File: src/rtl/hqc_rs_pkg.sv
// Shared definitions for the HQC Reed-Solomon encoder sequencer:
// per-parameter-set code sizes, the sequencer state encoding and sizing helpers.
package hqc_rs_pkg;

  localparam int HQC128_N1_BYTES = 46;
  localparam int HQC128_K_BYTES  = 16;
  localparam int HQC128_P_BYTES  = HQC128_N1_BYTES - HQC128_K_BYTES;

  localparam int HQC192_N1_BYTES = 56;
  localparam int HQC192_K_BYTES  = 24;
  localparam int HQC192_P_BYTES  = HQC192_N1_BYTES - HQC192_K_BYTES;

  localparam int HQC256_N1_BYTES = 90;
  localparam int HQC256_K_BYTES  = 32;
  localparam int HQC256_P_BYTES  = HQC256_N1_BYTES - HQC256_K_BYTES;

  typedef enum logic [1:0] {
    IDLE = 2'd0,
    RUN  = 2'd1,
    DONE = 2'd2
  } rs_state_e;

  // Width of a down-counter that must hold values K_BYTES-1 .. 0.
  function automatic int cnt_width(input int n_bytes);
    return (n_bytes > 1) ? $clog2(n_bytes) : 1;
  endfunction

endpackage

File: src/rtl/cdw_xor_tmp.sv
// Combinational shift-xor update of the RS parity register: every parity byte
// moves up one position and absorbs the matching generator product.
module cdw_xor_tmp #(
  parameter int P_BYTES = 30
) (
  input  logic [P_BYTES-1:0][7:0] par_i,
  input  logic [P_BYTES-1:0][7:0] tmp_i,
  output logic [P_BYTES-1:0][7:0] par_o,
  output logic [7:0]              fb_o
);

  // The byte shifted out of the top is the parity half of the next feedback.
  assign fb_o = par_i[P_BYTES-1];

  always_comb begin
    par_o[0] = tmp_i[0];
    for (int k = 1; k < P_BYTES; k++) begin
      par_o[k] = par_i[k-1] ^ tmp_i[k];
    end
  end

endmodule

File: src/rtl/rs_encode_ctrl.sv
// Sequencer for the systematic RS encoder: latches the message, runs one LFSR
// step per cycle against an external GF(2^8) multiplier bank, emits parity||message.
module rs_encode_ctrl
  import hqc_rs_pkg::*;
#(
  parameter string parameter_set = "hqc128",
  parameter int    N1_BYTES = (parameter_set == "hqc256") ? HQC256_N1_BYTES :
                              (parameter_set == "hqc192") ? HQC192_N1_BYTES :
                                                            HQC128_N1_BYTES,
  parameter int    K_BYTES  = (parameter_set == "hqc256") ? HQC256_K_BYTES :
                              (parameter_set == "hqc192") ? HQC192_K_BYTES :
                                                            HQC128_K_BYTES,
  parameter int    N1       = 8 * N1_BYTES,
  parameter int    K        = 8 * K_BYTES,
  parameter int    P_BYTES  = N1_BYTES - K_BYTES
) (
  input  logic                 clk,
  input  logic                 rst_n,
  input  logic                 start,
  input  logic [K-1:0]         msg_in,
  output logic                 ready,
  output logic                 busy,
  output logic [7:0]           gate_out,
  input  logic [8*P_BYTES-1:0] tmp_arr_in,
  output logic                 done,
  output logic [N1-1:0]        cdw_out
);

  localparam int CNT_W = cnt_width(K_BYTES);
  localparam logic [CNT_W-1:0] CNT_START = CNT_W'(K_BYTES - 1);

  rs_state_e                  state_q, state_d;
  logic [K_BYTES-1:0][7:0]    msg_q, msg_d;
  logic [P_BYTES-1:0][7:0]    par_q, par_d;
  logic [CNT_W-1:0]           cnt_q, cnt_d;

  logic [P_BYTES-1:0][7:0]    par_step;
  logic [P_BYTES-1:0][7:0]    tmp_arr;
  logic [7:0]                 par_fb;
  logic [7:0]                 gate;
  logic                       accept;

  assign tmp_arr = tmp_arr_in;

  cdw_xor_tmp #(
    .P_BYTES(P_BYTES)
  ) u_cdw_xor_tmp (
    .par_i (par_q),
    .tmp_i (tmp_arr),
    .par_o (par_step),
    .fb_o  (par_fb)
  );

  assign gate   = msg_q[cnt_q] ^ par_fb;
  assign accept = start && (state_q != RUN);

  // NOTE: sequential state uses non-blocking assignments so every register
  // samples the pre-edge values, independent of process ordering.
  always_ff @(posedge clk or negedge rst_n) begin
    if (!rst_n) begin
      state_q <= IDLE;
    end else begin
      state_q <= state_d;
    end
  end

  // NOTE: every always_comb output gets a default first, so no path through
  // the case statement leaves a signal unassigned and infers a latch.
  always_comb begin
    state_d = state_q;
    unique case (state_q)
      IDLE:    if (start) state_d = RUN;
      RUN:     if (cnt_q == '0) state_d = DONE;
      DONE:    state_d = start ? RUN : IDLE;
      default: state_d = IDLE;
    endcase
  end

  always_comb begin
    ready    = 1'b0;
    busy     = 1'b0;
    done     = 1'b0;
    gate_out = 8'h00;
    unique case (state_q)
      IDLE: ready = 1'b1;
      RUN: begin
        busy     = 1'b1;
        gate_out = gate;
      end
      DONE: begin
        ready = 1'b1;
        done  = 1'b1;
      end
      default: ready = 1'b0;
    endcase
  end

  // tmp_arr_in only reaches the parity register while RUN, so an idle or
  // undriven multiplier bank cannot disturb the held codeword.
  always_comb begin
    msg_d = msg_q;
    par_d = par_q;
    cnt_d = cnt_q;
    if (accept) begin
      msg_d = msg_in;
      par_d = '0;
      cnt_d = CNT_START;
    end else if (state_q == RUN) begin
      par_d = par_step;
      if (cnt_q != '0) cnt_d = cnt_q - 1'b1;
    end
  end

  // NOTE: the message and parity registers are reset because the codeword
  // output is architecturally visible and must read zero after reset.
  always_ff @(posedge clk or negedge rst_n) begin
    if (!rst_n) begin
      msg_q <= '0;
      par_q <= '0;
      cnt_q <= '0;
    end else begin
      msg_q <= msg_d;
      par_q <= par_d;
      cnt_q <= cnt_d;
    end
  end

  assign cdw_out = {msg_q, par_q};

endmodule

File: config.mk
export PLATFORM = sky130hd
export DESIGN_NAME = rs_encode_ctrl
export DESIGN_NICKNAME = d
export VERILOG_FILES = /design/src/rtl/hqc_rs_pkg.sv /design/src/rtl/cdw_xor_tmp.sv /design/src/rtl/rs_encode_ctrl.sv
export SDC_FILE = /design/constraint.sdc
export NUM_CORES = 1
export LEC_CHECK = 0
export CORE_AREA = 3 3 288 290
export DETAILED_ROUTE_END_ITERATION = 12
export DIE_AREA = 0 0 291 293
export HOLD_SLACK_MARGIN = 0.08
export PLACE_DENSITY_LB_ADDON = 0.25
export SLEW_MARGIN = 15
export SYNTH_ARGS = -nofsm -noshare
export SYNTH_HDL_FRONTEND = slang
export SYNTH_SLANG_ARGS = --single-unit
File: constraint.sdc
create_clock -name clk -period 3.4 [get_ports clk]
set_input_delay 0.34 -clock clk [delete_from_list [all_inputs] [get_ports clk]]
set_output_delay 0.34 -clock clk [all_outputs]
set_load 0.05 [all_outputs]
==> summary.md, run 1 <==
| Metric | Value |
|---|---|
| Status | `finished clean` |
| Largest net degree at the start of global routing | `249` |
| Clock Tree Buf Depth | `3` |
| Gate Count Post-Synth | `1,454` |
| R2R depth | `4` |
| CP required | `between 3 and 4 ns` |
| Min Clock Period, post-route | `3.25 ns` |
| Gr busiest metal | `met2` |
| Met3 usage | `4.70%` |
| Hold Crit Class | `input pin to flip-flop` |
| CP startpoint kind | `flip-flop` |
| DIE AREA | `85,300 um2` |
| Hpwl dp | `52,500 um` |
| # IOs | `750` |
| Adder-Cell Fraction of Synth Area | `0.0728%` |
| FMAX | `just over 300 MHz` |
| CP Max Fanout | `18` |
| Gr ovfl total | `0` |
| Largest family of logic cells by synthesized area | `multiplexers` |
| PwrDens | `1280 nW/um2` |
| Via density | `4.31` |
| DRT iter0 DRCs | `522` |
| Slew headroom | `27.2%` |
| Max VDD drop | `658 uV` |
| Post-Syn Area | `17,200 um2` |
| Crit end category | `output port` |
| Clock transition at path regs | `0.06 ns` |
| Number of max-cap violations | `0` |
| P_leak | `10.4 nW` |
| Slew Viols, Final | `0` |
| Clock skew | `0.0171 ns` |
| Critical path type | `flip-flop to output port` |
| Post-DR wirelength/cell | `21.0 um` |
| Initial cell density of the core | `21.3%` |
| Final ANT Viol Nets | `0` |
| Post-synthesis mux area share | `14.2%` |
| Setup TNS | `0 ns` |
| Area grow syn2layout | `60.1%` |
| RR Endpoint | `cdw_out[113]$_DFFE_PN0P_` |
| CTS tree | `done` |
| Root buffer cell | `clkbuf_16` |
| RSZ-0062 raised after global routing | `false` |
| Number of CTS-inserted buffers | `47` |
| CP startpoint | `cnt_q[0]$_DFFE_PN0P_` |
| Initial antenna violation count | `7` |
| Hold Startpoint | `tmp_arr_in[7]` |
| Reg area | `around 9400 um2` |
| Total Routed Length | `roughly 69,000 um` |
| Setup slack at placement | `0.617 ns` |
| Final setup violation count | `0` |
| Worst Max-Slew Pin Slew | `around 1.1 ns` |
| Worst Path Arrival | `2.91 ns` |
| Core area | `80,500 um2` |
| Tcrit/Tclk final | `between 90% and 100%` |
| Vias in the first global route | `14,900` |
| DIE HEIGHT | `293 um` |
| Area after DPL | `25,900 um2` |
| Fillers | `8,067` |
| GRT met1 Usage | `between 10% and 20%` |
| Final hold vios | `0` |
| Total power | `about 35 mW` |
| Number of buffers added for setup after CTS | `0` |
| Multi-input combinational cell area | `7310 um2` |
| Synth Area in XOR/XNOR | `11.9%` |
| NumNets Final | `2,542` |
| Setup ws final | `~0.15 ns` |
| GR Util met2 | `27.8%` |
| Post-Syn Nets | `about 1,800` |
| Gpl congestion | `0.807` |
| Register area share after synthesis | `54.4%` |
| Synthesized area per cell | `roughly 12 um2` |
| Simple-Gate Fraction of Synth Area | `between 8 and 9%` |
| CP Capture Point | `gate_out[4]` |
| Total clock sinks | `374` |
| Flops & latches, synth | `about 370` |
| Drc violations | `0` |
| Synth unique cells | `30` |
| R2R Path Start | `state_q[0]$_DFFE_PN0P_` |
| Routed via count | `~14,000` |
| FP Rows | `about 100` |
| # H-tree levels | `2` |
| First-pass GRT wire length | `101,000 um` |
| Layout cell share with drive strength beyond 1 | `12.3%` |
| Synth Area in Compound Gates | `7.24%` |
| Worst hold path depth | `3` |
| Tot GR Track Use | `15.5%` |
| Port Buf Inserts | `749` |
| Fin area | `27,500 um2` |
| Syn. warnings | `0` |
| Flop-to-flop setup slack | `1.13 ns` |
| Worst-Skew Late Latency | `0.57 ns` |
| Die Width | `291 um` |
| First-pass iteration count of the detailed router | `4` |
## logic make-up (layout without fill, tap and decap cells)
group,Yosys count,after routing
DFF,374,374
and+or+nand+nor,303,303
AOI/OAI and AO/OA,244,244
xor gates and xnor gates,233,233
muxes,184,184
buffers and inverters,115,867
adders and majority gates,1,1
other,0,3
## per-layer routing
layer  wire length, um  part of all wire (%)
met3              4940                   7.2
met4              1470                   2.1
met2             35200                    51
met5                12                 0.017
met1             27000                    39
## sequential cells by signal, indices dropped and copies added, names as in the netlist
signal / cells
cdw_out: 368
cnt_q: 4
state_q: 2
## how the worst min path moves through the flow
stage | to | slack [ns]
floorplan | cdw_out[0]$_DFFE_PN0P_ | 0.04
global placement | cdw_out[204]$_DFFE_PN0P_ | 0.41
detailed placement | cdw_out[204]$_DFFE_PN0P_ | 0.41
CTS | cdw_out[4]$_DFFE_PN0P_ | 0.25
global route | cdw_out[6]$_DFFE_PN0P_ | 0.27
finish | cdw_out[7]$_DFFE_PN0P_ | 0.30
## power by group
part / total (mW) / switching, mW / internal, mW
registers: 9.30 / 2.55 / 6.75
clock network: 5.14 / 2.04 / 3.10
logic: 20.8 / 13.1 / 7.68
## worst max-delay path: stages, from the launching register on
cell	delay, ns
dfrtp_1	0.36
buf_4	0.33
mux4_2	0.54
mux2i_1	0.51
nand4_1	0.16
o211ai_1	0.23
buf_12	0.19
## cell type report
type                            count  area share (%)
Timing Repair Buffer              777            28.8
Inverter                            5          0.0955
Sequential cell                   374            34.0
Antenna cell                        3          0.0273
Tap cell                         1060            4.82
Clock buffer                       67            4.84
Multi-Input combinational cell    965            26.5
Clock inverter                     18           0.868
## cell usage after synthesis
| cell | n | share of area (%) |
|---|---|---|
| buf_1 | 15 | 0.33 |
| o211ai_1 | 9 | 0.39 |
| nor3b_1 | 8 | 0.35 |
| mux2i_1 | 24 | 1.4 |
| xnor2_1 | 232 | 12 |
| nor3_1 | 9 | 0.26 |
| mux4_2 | 23 | 3.0 |
| nor2b_1 | 1 | 0.036 |
| inv_2 | 3 | 0.066 |
| clkbuf_1 | 49 | 1.1 |
| mux2_2 | 128 | 8.4 |
| buf_12 | 1 | 0.12 |
| xor2_1 | 1 | 0.051 |
| buf_2 | 31 | 0.90 |
| nand3_1 | 242 | 7.0 |
| nand2b_1 | 1 | 0.036 |
| a21oi_1 | 2 | 0.058 |
| nand4_1 | 8 | 0.29 |
| or3b_2 | 1 | 0.051 |
| inv_1 | 2 | 0.044 |
| o21ai_0 | 233 | 6.8 |
| buf_6 | 3 | 0.20 |
| mux4_1 | 9 | 1.4 |
| nand3b_1 | 8 | 0.35 |
| buf_4 | 11 | 0.48 |
| nand4b_1 | 1 | 0.051 |
| nor2_1 | 2 | 0.044 |
| ha_1 | 1 | 0.073 |
| nand2_1 | 22 | 0.48 |
| dfrtp_1 | 374 | 54 |
## timing repair
item / 4_1_cts / 5_1_grt
endpoints found under the hold margin: 69 / 0
hold buffers: 1 / 0
pin swaps: 0 / 0
resized for setup: 1 / 3
endpoints found under the setup margin: 1 / 4
## per-stage QoR
step	util [%]	hold slack [ns]	std cells
global route	34.2	0.268	3269
global placement	32.2	0.409	3180
finish	34.2	0.304	3269
CTS	34.2	0.247	3266
detailed placement	32.2	0.406	3180
floorplan	-	0.0444	1454
## placed cells by master (no fill, tap or decap), drive strengths merged
| master | count |
|---|---|
| nand2 | 22 |
| nor3b | 8 |
| bufinv | 5 |
| mux2 | 128 |
| mux2i | 24 |
| nand2b | 1 |
| inv | 8 |
| nor3 | 9 |
| or3b | 1 |
| xor2 | 1 |
| xnor2 | 232 |
| nor2 | 2 |
| diode | 3 |
| o211ai | 9 |
| buf | 37 |
| clkdlybuf4s50 | 739 |
| clkinv | 8 |
| nand3 | 242 |
| clkbuf | 67 |
| nand4b | 1 |
| dlygate4sd3 | 1 |
| nand4 | 8 |
| clkinvlp | 2 |
| dfrtp | 374 |
| ha | 1 |
| nor2b | 1 |
| mux4 | 32 |
| nand3b | 8 |
| a21oi | 2 |
| o21ai | 233 |
(Power assumes the default switching activity.)
==> run 2, diff against run 1 <==
--- a/config.mk
+++ b/config.mk
@@ -10,6 +10,7 @@
 export DIE_AREA = 0 0 291 293
 export HOLD_SLACK_MARGIN = 0.08
 export PLACE_DENSITY_LB_ADDON = 0.25
+export SKIP_LAST_GASP = 1
 export SLEW_MARGIN = 15
 export SYNTH_ARGS = -nofsm -noshare
 export SYNTH_HDL_FRONTEND = slang
==> results of run 2 <==
Final layout, timing and power as in run 1 (identical DEF).
==> run 3, diff against run 2 <==
--- a/config.mk
+++ b/config.mk
@@ -6,6 +6,7 @@
 export NUM_CORES = 1
 export LEC_CHECK = 0
 export CORE_AREA = 3 3 288 290
+export CTS_CLUSTER_DIAMETER = 60
 export DETAILED_ROUTE_END_ITERATION = 12
 export DIE_AREA = 0 0 291 293
 export HOLD_SLACK_MARGIN = 0.08
==> summary.md, run 3 (same netlist as run 1, synthesis figures left out) <==
| Metric | Value |
|---|---|
| Setup TNS | `0 ns (unchanged)` |
| Number of CTS-inserted buffers | `50 (was 47)` |
| Post-DR wirelength/cell | `20.9 um (was 21.0 um)` |
| Sw Pwr | `17.7 mW (about the same)` |
| FP Rows | `104 (unchanged)` |
| Drc violations | `0 (unchanged)` |
| DRT iter0 DRCs | `535 (was 522)` |
| Gr busiest metal | `met2 (unchanged)` |
| Hold Crit Class | `input pin to flip-flop (unchanged)` |
| Max reg flops | `368 (unchanged)` |
| # H-tree levels | `2 (unchanged)` |
| Hpwl dp | `52,500 um (unchanged)` |
| Total power | `35.3 mW (was 35.2 mW)` |
| Fillers | `8,075 (was 8,067)` |
| CP startpoint kind | `flip-flop (unchanged)` |
| Vias in the first global route | `14,800 (was 14,900)` |
| Tot GR Track Use | `15.4% (was 15.5%)` |
| Total clock sinks | `374 (unchanged)` |
| CP Max Fanout | `18 (unchanged)` |
| Clock Power Share | `14.8% (was 14.6%)` |
| Final setup violation count | `0 (unchanged)` |
| Area grow syn2layout | `60.5% (was 60.1%)` |
| PwrDens | `1280 nW/um2 (about the same)` |
| Met3 usage | `4.62% (was 4.70%)` |
| Min Clock Period, post-route | `3.23 ns (was 3.25 ns)` |
| Port Buf Inserts | `749 (unchanged)` |
| Routed via count | `14,100 (about the same)` |
| Total Routed Length | `68,400 um (was 68,600 um)` |
| Gpl congestion | `0.807 (unchanged)` |
| Clock skew | `0.0145 ns (was 0.0171 ns)` |
| Net Sw Frac | `50.2% (about the same)` |
| Root buffer cell | `clkbuf_16 (unchanged)` |
| Slew headroom | `28.3% (was 27.2%)` |
| DIE HEIGHT | `293 um (unchanged)` |
| Initial cell density of the core | `21.3% (unchanged)` |
| Worst Path Arrival | `2.89 ns (was 2.91 ns)` |
| Max VDD drop | `657 uV (was 658 uV)` |
| Clock Tree Buf Depth | `3 (unchanged)` |
| GRT met1 Usage | `18.0% (was 17.9%)` |
| CP startpoint | `cnt_q[0]$_DFFE_PN0P_ (unchanged)` |
| Die Width | `291 um (unchanged)` |
| Initial antenna violation count | `7 (unchanged)` |
| NumNets Final | `2,545 (was 2,542)` |
| Internal power | `17.6 mW (was 17.5 mW)` |
| Layout cell share with drive strength beyond 1 | `12.5% (was 12.3%)` |
| Worst-Skew Late Latency | `0.57 ns (about the same)` |
| First-pass iteration count of the detailed router | `4 (unchanged)` |
| Critical path type | `flip-flop to output port (unchanged)` |
| CTS tree | `done (unchanged)` |
| Number of buffers added for setup after CTS | `0 (unchanged)` |
| Clock transition at path regs | `0.06 ns (about the same)` |
| Final hold vios | `0 (unchanged)` |
| Final ANT Viol Nets | `0 (unchanged)` |
| First-pass GRT wire length | `100,000 um (was 101,000 um)` |
| Placed Cells | `3,180 (unchanged)` |
| # IOs | `750 (unchanged)` |
| Slew Viols, Final | `0 (unchanged)` |
| Number of max-cap violations | `0 (unchanged)` |
| Finished Layout Cells | `3,271 (was 3,269)` |
| Core area | `80,500 um2 (unchanged)` |
| Crit end category | `output port (unchanged)` |
| Largest net degree at the start of global routing | `249 (unchanged)` |
| P_leak | `10.5 nW (was 10.4 nW)` |
| DIE AREA | `85,300 um2 (unchanged)` |
| CP required | `3.06 ns (about the same)` |
| Gr ovfl total | `0 (unchanged)` |
| RSZ-0062 raised after global routing | `false (unchanged)` |
| Worst Max-Slew Pin Slew | `1.08 ns (was 1.09 ns)` |
| Flop-to-flop setup slack | `1.15 ns (was 1.13 ns)` |
| CP Capture Point | `gate_out[4] (unchanged)` |
| GR Util met2 | `27.6% (was 27.8%)` |
| FMAX | `310 MHz (was 307 MHz)` |
| RR Endpoint | `cdw_out[201]$_DFFE_PN0P_ (was cdw_out[113]$_DFFE_PN0P_)` |
| Status | `finished clean (unchanged)` |
| Commonest non-fill, non-tap cells in the layout | `739 x clkdlybuf4s50_1, 373 x dfrtp_1, 242 x nand3_1 (unchanged)` |
| R2R depth | `4 (unchanged)` |
| Most common library cell in the layout ignoring fill and taps | `clkdlybuf4s50_1 (unchanged)` |
| R2R Path Start | `state_q[0]$_DFFE_PN0P_ (unchanged)` |
| Tcrit/Tclk final | `95.0% (was 95.7%)` |
| Sequential power share | `26.3% (was 26.4%)` |
| Logic pwr share | `58.8% (was 59.0%)` |
| Via density | `4.31 (about the same)` |
| Hold Startpoint | `tmp_arr_in[4] (was tmp_arr_in[7])` |
-- run 3: area by class of cell --
class	instances	area [um2]	area share, %
clock buffer	68	1420	5.15
tap	1060	1330	4.81
antenna	3	7.51	0.0272
sequential	374	9360	33.9
clock inverter	19	214	0.775
timing repair buffer	777	7930	28.7
multi-input combinational	965	7310	26.5
inverter	5	26.3	0.0952
-- run 3: how the worst min path moves through the flow --
stage,endpoint,depth (start not counted)
2_1_floorplan,cdw_out[0]$_DFFE_PN0P_,0
3_3_place_gp,cdw_out[204]$_DFFE_PN0P_,1
3_5_place_dp,cdw_out[204]$_DFFE_PN0P_,1
4_1_cts,cdw_out[2]$_DFFE_PN0P_,3
5_1_grt,cdw_out[6]$_DFFE_PN0P_,3
6_report,cdw_out[4]$_DFFE_PN0P_,3
-- run 3: metrics by stage --
step	hold WS, ns	cell area [um2]	utilization [%]	setup slack (ns)
5_1_grt	0.262	27600	34.3	0.0144
6_report	0.294	27600	34.3	0.171
3_5_place_dp	0.406	25900	32.2	0.617
3_3_place_gp	0.409	25900	32.2	0.584
2_1_floorplan	0.0444	17200	-	1.09
4_1_cts	0.239	27600	34.2	0.00293
-- run 3: timing repair --
item                                   in CTS  in global routing
resized for setup                           1                  3
pin swaps                                   0                  0
endpoints found under the hold margin      69                  0
setup endpoints to repair                   1                  4
hold buffers                                1                  0
-- run 3: power by group through the flow --
stage	logic (mW)	clock network, mW	registers, mW
2_1_floorplan	5.68	0	16.3
3_3_place_gp	20.8	0	9.36
3_5_place_dp	20.9	0	9.43
4_1_cts	21.0	5.44	9.38
5_1_grt	21.7	5.62	9.67
6_report	20.8	5.24	9.30
-- run 3: layer usage --
layer	share of wire, %	vias to the layer above
li1	-	6599
met1	40	6939
met2	51	488
met3	7.1	77
met4	2.1	2
met5	0.019	-
-- run 3: critical path, cell delays in order, from the launching register on --
cell	delay (ns)
dfrtp_1	0.36
buf_4	0.34
mux4_2	0.54
mux2i_1	0.50
nand4_1	0.16
o211ai_1	0.22
buf_12	0.19
